--- src/rtl/despachador.sv ---
// rtl/despachador.sv - dispatch controller for a 4-floor elevator
// Moves the car floor by floor, opens the door at stops, and pulses the served-request mask.
module despachador #(
   parameter int T_VIAJE  = 8,
   parameter int T_PUERTA = 4
) (
   input  logic       i_clk,
   input  logic       i_reset,
   input  logic [9:0] i_pendientes,
   output logic [1:0] o_piso,
   output logic       o_subiendo,
   output logic       o_bajando,
   output logic       o_puerta_abierta,
   output logic [9:0] o_atendidos
);

   typedef enum logic [1:0] {REPOSO, SUBIENDO, BAJANDO, PUERTA} t_estado;

   function automatic logic [9:0] f_mask_piso(input logic [1:0] f);
      case (f)
         2'd0:    return 10'b0001000001;
         2'd1:    return 10'b0010000110;
         2'd2:    return 10'b0100011000;
         default: return 10'b1000100000;
      endcase
   endfunction

   function automatic logic [9:0] f_arriba(input logic [1:0] f);
      logic [9:0] m;
      m = '0;
      for (int k = 0; k < 4; k++)
         if (2'(k) > f) m = m | f_mask_piso(2'(k));
      return m;
   endfunction

   function automatic logic [9:0] f_abajo(input logic [1:0] f);
      logic [9:0] m;
      m = '0;
      for (int k = 0; k < 4; k++)
         if (2'(k) < f) m = m | f_mask_piso(2'(k));
      return m;
   endfunction

   function automatic logic [9:0] f_car(input logic [1:0] f);
      return 10'b0001000000 << f;
   endfunction

   // Hall call of floor f in the given direction; floors 1 and 4 lack one each.
   function automatic logic [9:0] f_llamada(input logic [1:0] f, input logic sube);
      case ({sube, f})
         3'b100:  return 10'b0000000001;
         3'b101:  return 10'b0000000100;
         3'b110:  return 10'b0000010000;
         3'b001:  return 10'b0000000010;
         3'b010:  return 10'b0000001000;
         3'b011:  return 10'b0000100000;
         default: return 10'b0000000000;
      endcase
   endfunction

   t_estado    r_estado, w_estado_sig;
   logic [1:0] r_piso, w_piso_sig;
   logic       r_dir, w_dir_sig;
   logic [7:0] r_cnt, w_cnt_sig;
   logic [9:0] r_atendidos, w_atendidos_sig;

   logic [9:0] w_aqui;
   logic       w_arriba, w_abajo;
   logic       w_sube_mov;
   logic [1:0] w_g;
   logic       w_mas_alla;
   logic [9:0] w_servir;
   logic       w_fin_tramo, w_fin_puerta;

   assign w_aqui       = i_pendientes & f_mask_piso(r_piso);
   assign w_arriba     = |(i_pendientes & f_arriba(r_piso));
   assign w_abajo      = |(i_pendientes & f_abajo(r_piso));
   assign w_sube_mov   = (r_estado == SUBIENDO);
   assign w_g          = w_sube_mov ? r_piso + 2'd1 : r_piso - 2'd1;
   assign w_mas_alla   = |(i_pendientes & (w_sube_mov ? f_arriba(w_g) : f_abajo(w_g)));
   // With nothing beyond, the car reverses here, so every call of this floor is served.
   assign w_servir     = i_pendientes & (f_car(w_g) | f_llamada(w_g, w_sube_mov) |
                                         (w_mas_alla ? 10'd0 : f_mask_piso(w_g)));
   assign w_fin_tramo  = (r_cnt == 8'(T_VIAJE - 1));
   assign w_fin_puerta = (r_cnt == 8'(T_PUERTA - 1));

   always_comb begin
      w_estado_sig    = r_estado;
      w_piso_sig      = r_piso;
      w_dir_sig       = r_dir;
      w_cnt_sig       = r_cnt + 8'd1;
      w_atendidos_sig = '0;
      case (r_estado)
         REPOSO, PUERTA: begin
            if (r_estado == REPOSO || w_fin_puerta) begin
               w_cnt_sig = '0;
               if (|w_aqui) begin
                  w_estado_sig    = PUERTA;
                  w_atendidos_sig = w_aqui;
               end else if (w_arriba && (r_dir || !w_abajo)) begin
                  w_estado_sig = SUBIENDO;
                  w_dir_sig    = 1'b1;
               end else if (w_abajo) begin
                  w_estado_sig = BAJANDO;
                  w_dir_sig    = 1'b0;
               end else begin
                  w_estado_sig = REPOSO;
               end
            end
         end
         default: begin
            if (w_fin_tramo) begin
               w_piso_sig = w_g;
               w_cnt_sig  = '0;
               if (|w_servir) begin
                  w_estado_sig    = PUERTA;
                  w_atendidos_sig = w_servir;
               end else if (!w_mas_alla) begin
                  w_estado_sig = REPOSO;
               end
            end
         end
      endcase
   end

   always_ff @(posedge i_clk) begin
      if (i_reset) begin
         r_estado    <= REPOSO;
         r_piso      <= '0;
         r_dir       <= 1'b1;
         r_cnt       <= '0;
         r_atendidos <= '0;
      end else begin
         r_estado    <= w_estado_sig;
         r_piso      <= w_piso_sig;
         r_dir       <= w_dir_sig;
         r_cnt       <= w_cnt_sig;
         r_atendidos <= w_atendidos_sig;
      end
   end

   assign o_piso           = r_piso;
   assign o_subiendo       = (r_estado == SUBIENDO);
   assign o_bajando        = (r_estado == BAJANDO);
   assign o_puerta_abierta = (r_estado == PUERTA);
   assign o_atendidos      = r_atendidos;

endmodule
--- config.mk ---
export PLATFORM = sky130hd
export DESIGN_NAME = despachador
export DESIGN_NICKNAME = d
export VERILOG_FILES = /design/src/rtl/despachador.sv
export SDC_FILE = /design/constraint.sdc
export NUM_CORES = 1
export LEC_CHECK = 0
export CAP_MARGIN = 10
export CORE_AREA = 3 3 64 54
export CTS_BUF_LIST = sky130_fd_sc_hd__clkbuf_8
export DETAILED_ROUTE_END_ITERATION = 16
export DIE_AREA = 0 0 67 57
export PLACE_DENSITY = 0.76
export SLEW_MARGIN = 40
export SYNTH_ARGS = -nofsm -noshare
export SYNTH_HDL_FRONTEND = slang
export SYNTH_SLANG_ARGS = --single-unit
--- constraint.sdc ---
create_clock -name i_clk -period 2.75 [get_ports i_clk]
set_input_delay 0.55 -clock i_clk [delete_from_list [all_inputs] [get_ports i_clk]]
set_output_delay 0.55 -clock i_clk [all_outputs]
set_load 0.02 [all_outputs]
==> impl_summary.log <==
INFO  metric run_status = finished, final reports clean
INFO  metric number_of_optimization_iterations_in_the_first_detailed_route_pass = 4
INFO  metric number_of_global_route_vias_before_repair = 1265
INFO  metric report.final.setup_viol = 0
INFO  metric drt_wl_total = 3710 um
INFO  metric layout-drive-gt1-share = 0.156
INFO  metric synth.top_cells.by_area = sky130_fd_sc_hd__dfxtp_1, sky130_fd_sc_hd__ha_1, sky130_fd_sc_hd__nor2_1, sky130_fd_sc_hd__nor3b_2, sky130_fd_sc_hd__a32oi_1
INFO  metric cp_max_fo = 14
INFO  metric multiInputGateArea = 1020 sq um
INFO  metric cp_data_required_time = 2910 ps
INFO  metric synth_compound_area_frac = 0.228
INFO  metric cts_buffers = 3
INFO  metric postSynthNetCount = 192
INFO  metric h-tree-depth = 1
INFO  metric ys.flop_type = sky130_fd_sc_hd__dfxtp_1
INFO  metric placementRows = 17
INFO  metric syn_inst = 167
INFO  metric via_per_inst = 5.85
INFO  metric synth-xor-area-share = 0.0513
INFO  metric clkTransAtPathRegs = 80 ps
INFO  metric arrival_time_of_the_worst_setup_path = 2630 ps
INFO  metric tritoncts = built
INFO  metric avgSynthCellArea = 9.19 sq um
INFO  metric synth_edf_count = 0
INFO  metric postLayoutCoreUtil = 0.685
INFO  metric layout-area-overhead-vs-synth = 25.3%
INFO  metric place.detailed.hpwl = 2860 um
INFO  metric cts.sink_count = 23
INFO  metric maxClockFrequency = 0.404 GHz
INFO  metric clk-insertion-delay-late = 270 ps
INFO  metric rsz0062_at_grt = false
INFO  metric cp_cell_sequence = inv_1 -> ha_1 -> xor2_1 -> and3_1 -> a311oi_1 -> o311a_1 -> a21bo_2 -> mux2i_1
INFO  metric antenna_found_initial = 0
INFO  metric drcViolationCount = 0
INFO  metric fin_setup_tns = 0 ps
INFO  metric overflow = 0
INFO  metric cap_viol_max_count = 0
INFO  metric post_cts_buffers = 0
INFO  metric floorplan.die.width = 67 um
INFO  metric routedWlPerCell = 15.7 um
INFO  metric final.period_utilization = 0.900
INFO  metric post-route-min-period = 2470 ps
INFO  metric criticalPathCategory = flop to flop
INFO  metric netlist_area = 1540 sq um
INFO  metric cts-resized-gates = 0
INFO  metric nFillCells = 237
INFO  metric routabilityCongestion = 0.905
INFO  metric hold_violations = 0
INFO  metric slew_headroom = 0.655
INFO  metric synth.mux.area_fraction = 0.0196
INFO  metric vdd_drop_max = 0.427 mV
INFO  metric final_nets = 225
INFO  metric synthArstFlopShare = 0
INFO  metric number_of_max_slew_violations_in_the_final_report = 0
INFO  metric ys_types = 47
INFO  metric cts.path.max_buffers = 2
INFO  metric io_pins = 27
INFO  metric synth.yosys.seq_area_share = 0.300
INFO  metric num_antenna_cells = 0
INFO  metric timing.critical_path.from_type = flop
INFO  metric vias = 1387
INFO  metric fp.dieArea = 3820 sq um
INFO  metric postSynthRegisterBits = 23
INFO  metric grt_start_max_net_pins = 19
INFO  metric route.antenna.remaining_nets = 0
INFO  metric hold_buffers = 0
INFO  metric cell_at_the_root_of_the_clock_tree = sky130_fd_sc_hd__clkbuf_8
INFO  metric total_power = 1.11 mW
INFO  metric worst_setup_path_end_kind = flop
INFO  metric floorplan.core_area = 2810 sq um
INFO  metric timing.critical_path.slowest_cell_delay = 580 ps
INFO  metric fraction_of_the_mapped_netlist_area_in_adder_cells = 0.106
INFO  metric max_slew.worst_pin.slew = 514 ps
INFO  metric start_util = 0.547
INFO  metric grt_use_total = 0.202
INFO  metric grt_pass1_wl = 6020 um
INFO  metric simple_logic_cell_fraction_of_the_synthesized_area = 0.257
INFO  metric power_density = 577 nW/um^2
INFO  metric place.port_buffers = 26
INFO  metric synth_largest_area_cell = sky130_fd_sc_hd__dfxtp_1
INFO  metric die_h = 57 um
INFO  metric synth_top_family_by_area = simple AND/OR/NAND/NOR gates
INFO  metric min-delay-path-class = flop to flop
INFO  metric ys_warn_count = 0
INFO  metric yosysTopAreaCellShare = 0.300
INFO  metric crit_path_top_delay_cell = sky130_fd_sc_hd__ha_1
INFO  metric final.setup_skew = 1.46 ps
INFO  metric drtIter0Drc = 84
INFO  metric final-seq-area = 460 sq um
INFO  metric p_leak = 0.721 nW
## report_power, final
part	internal, mW	leakage, nW	switching [mW]
sequential	0.363	0.186	0.0244
combinational	0.217	0.509	0.295
clock	0.101	0.0255	0.111
total	0.681	0.721	0.430
## synth_stat cells, types with 4 or more instances
master / n
sky130_fd_sc_hd__a211o_1: 4
sky130_fd_sc_hd__a22oi_1: 5
sky130_fd_sc_hd__a32oi_1: 5
sky130_fd_sc_hd__clkbuf_1: 4
sky130_fd_sc_hd__dfxtp_1: 23
sky130_fd_sc_hd__ha_1: 13
sky130_fd_sc_hd__inv_1: 7
sky130_fd_sc_hd__nand2_1: 6
sky130_fd_sc_hd__nand3_1: 4
sky130_fd_sc_hd__nor2_1: 18
sky130_fd_sc_hd__nor3_1: 5
sky130_fd_sc_hd__nor3b_1: 4
sky130_fd_sc_hd__nor3b_2: 5
sky130_fd_sc_hd__o21ai_0: 8
sky130_fd_sc_hd__xnor2_1: 4
sky130_fd_sc_hd__xor2_1: 5
## sequential cells by signal, indices dropped and copies added (netlist names)
signal	flops
o_piso	2
r_dir	1
o_atendidos	10
r_cnt	8
r_estado	2
## critical path: cells and delay by family (launching register included)
kind	cells	cell delay, ps
buffers and inverters	1	100
adder cells (fa/ha/maj)	1	580
AND/OR/NAND/NOR	1	220
flip-flops	1	330
XOR/XNOR	1	170
AO/OA/AOI/OAI	3	910
multiplexers	1	60
## cells in the final DEF, fill, tap and decap left out, types with 4 or more instances in the layout
master / instances
sky130_fd_sc_hd__a211o_1: 4
sky130_fd_sc_hd__dfxtp_1: 23
sky130_fd_sc_hd__buf_4: 9
sky130_fd_sc_hd__a32oi_1: 5
sky130_fd_sc_hd__nor3_1: 5
sky130_fd_sc_hd__nor3b_2: 5
sky130_fd_sc_hd__xor2_1: 5
sky130_fd_sc_hd__nand2_1: 6
sky130_fd_sc_hd__inv_1: 7
sky130_fd_sc_hd__nor2_1: 18
sky130_fd_sc_hd__clkdlybuf4s50_1: 26
sky130_fd_sc_hd__a22oi_1: 5
sky130_fd_sc_hd__ha_1: 13
sky130_fd_sc_hd__nand3_1: 4
sky130_fd_sc_hd__xnor2_1: 4
sky130_fd_sc_hd__o21ai_0: 8
sky130_fd_sc_hd__nor3b_1: 4
## cell type report
class / instances / share of cell area
Clock inverter: 1 / 0.00260
Inverter: 7 / 0.0137
Tap cell: 38 / 0.0247
Sequential cell: 23 / 0.239
Timing Repair Buffer: 35 / 0.170
Multi-Input combinational cell: 130 / 0.528
Clock buffer: 3 / 0.0215
## path summary, 6_finish.rpt
check / start / end / slack, ps / cells after the start
setup / recovery: o_piso[1] / r_estado[0] / 280 / 8
hold reg to reg: r_cnt[0] / r_cnt[0] / 470 / 1
hold / removal: r_cnt[0] / r_cnt[0] / 470 / 1
setup reg to reg: o_piso[1] / r_estado[0] / 280 / 8
## per-stage QoR
stage	hold slack, ps	std cells	setup WS, ps	area, sq um
floorplan	426	167	197	1540
global placement	441	233	219	1880
detailed placement	459	233	64.2	1880
CTS	477	237	309	1920
global route	501	237	88.0	1920
finish	472	237	276	1920
## layer usage
| layer | track usage | share of wire | vias up |
|---|---|---|---|
| met5 | 0 | 0 | - |
| met4 | 0.0520 | 0.011 | 0 |
| met3 | 0.0512 | 0.066 | 7 |
| met2 | 0.322 | 0.47 | 52 |
| met1 | 0.271 | 0.45 | 649 |
| li1 | - | - | 679 |
## cells by family (layout without fill, tap and decap cells)
group                      after synthesis  count (layout)
and+or+nand+nor                         61              61
xor gates and xnor gates                 9               9
adders and majority gates               13              13
muxes                                    3               3
buffers and inverters                   14              46
DFF                                     23              23
AOI/OAI and AO/OA                       44              44
Power figures use the tool's default switching activity.
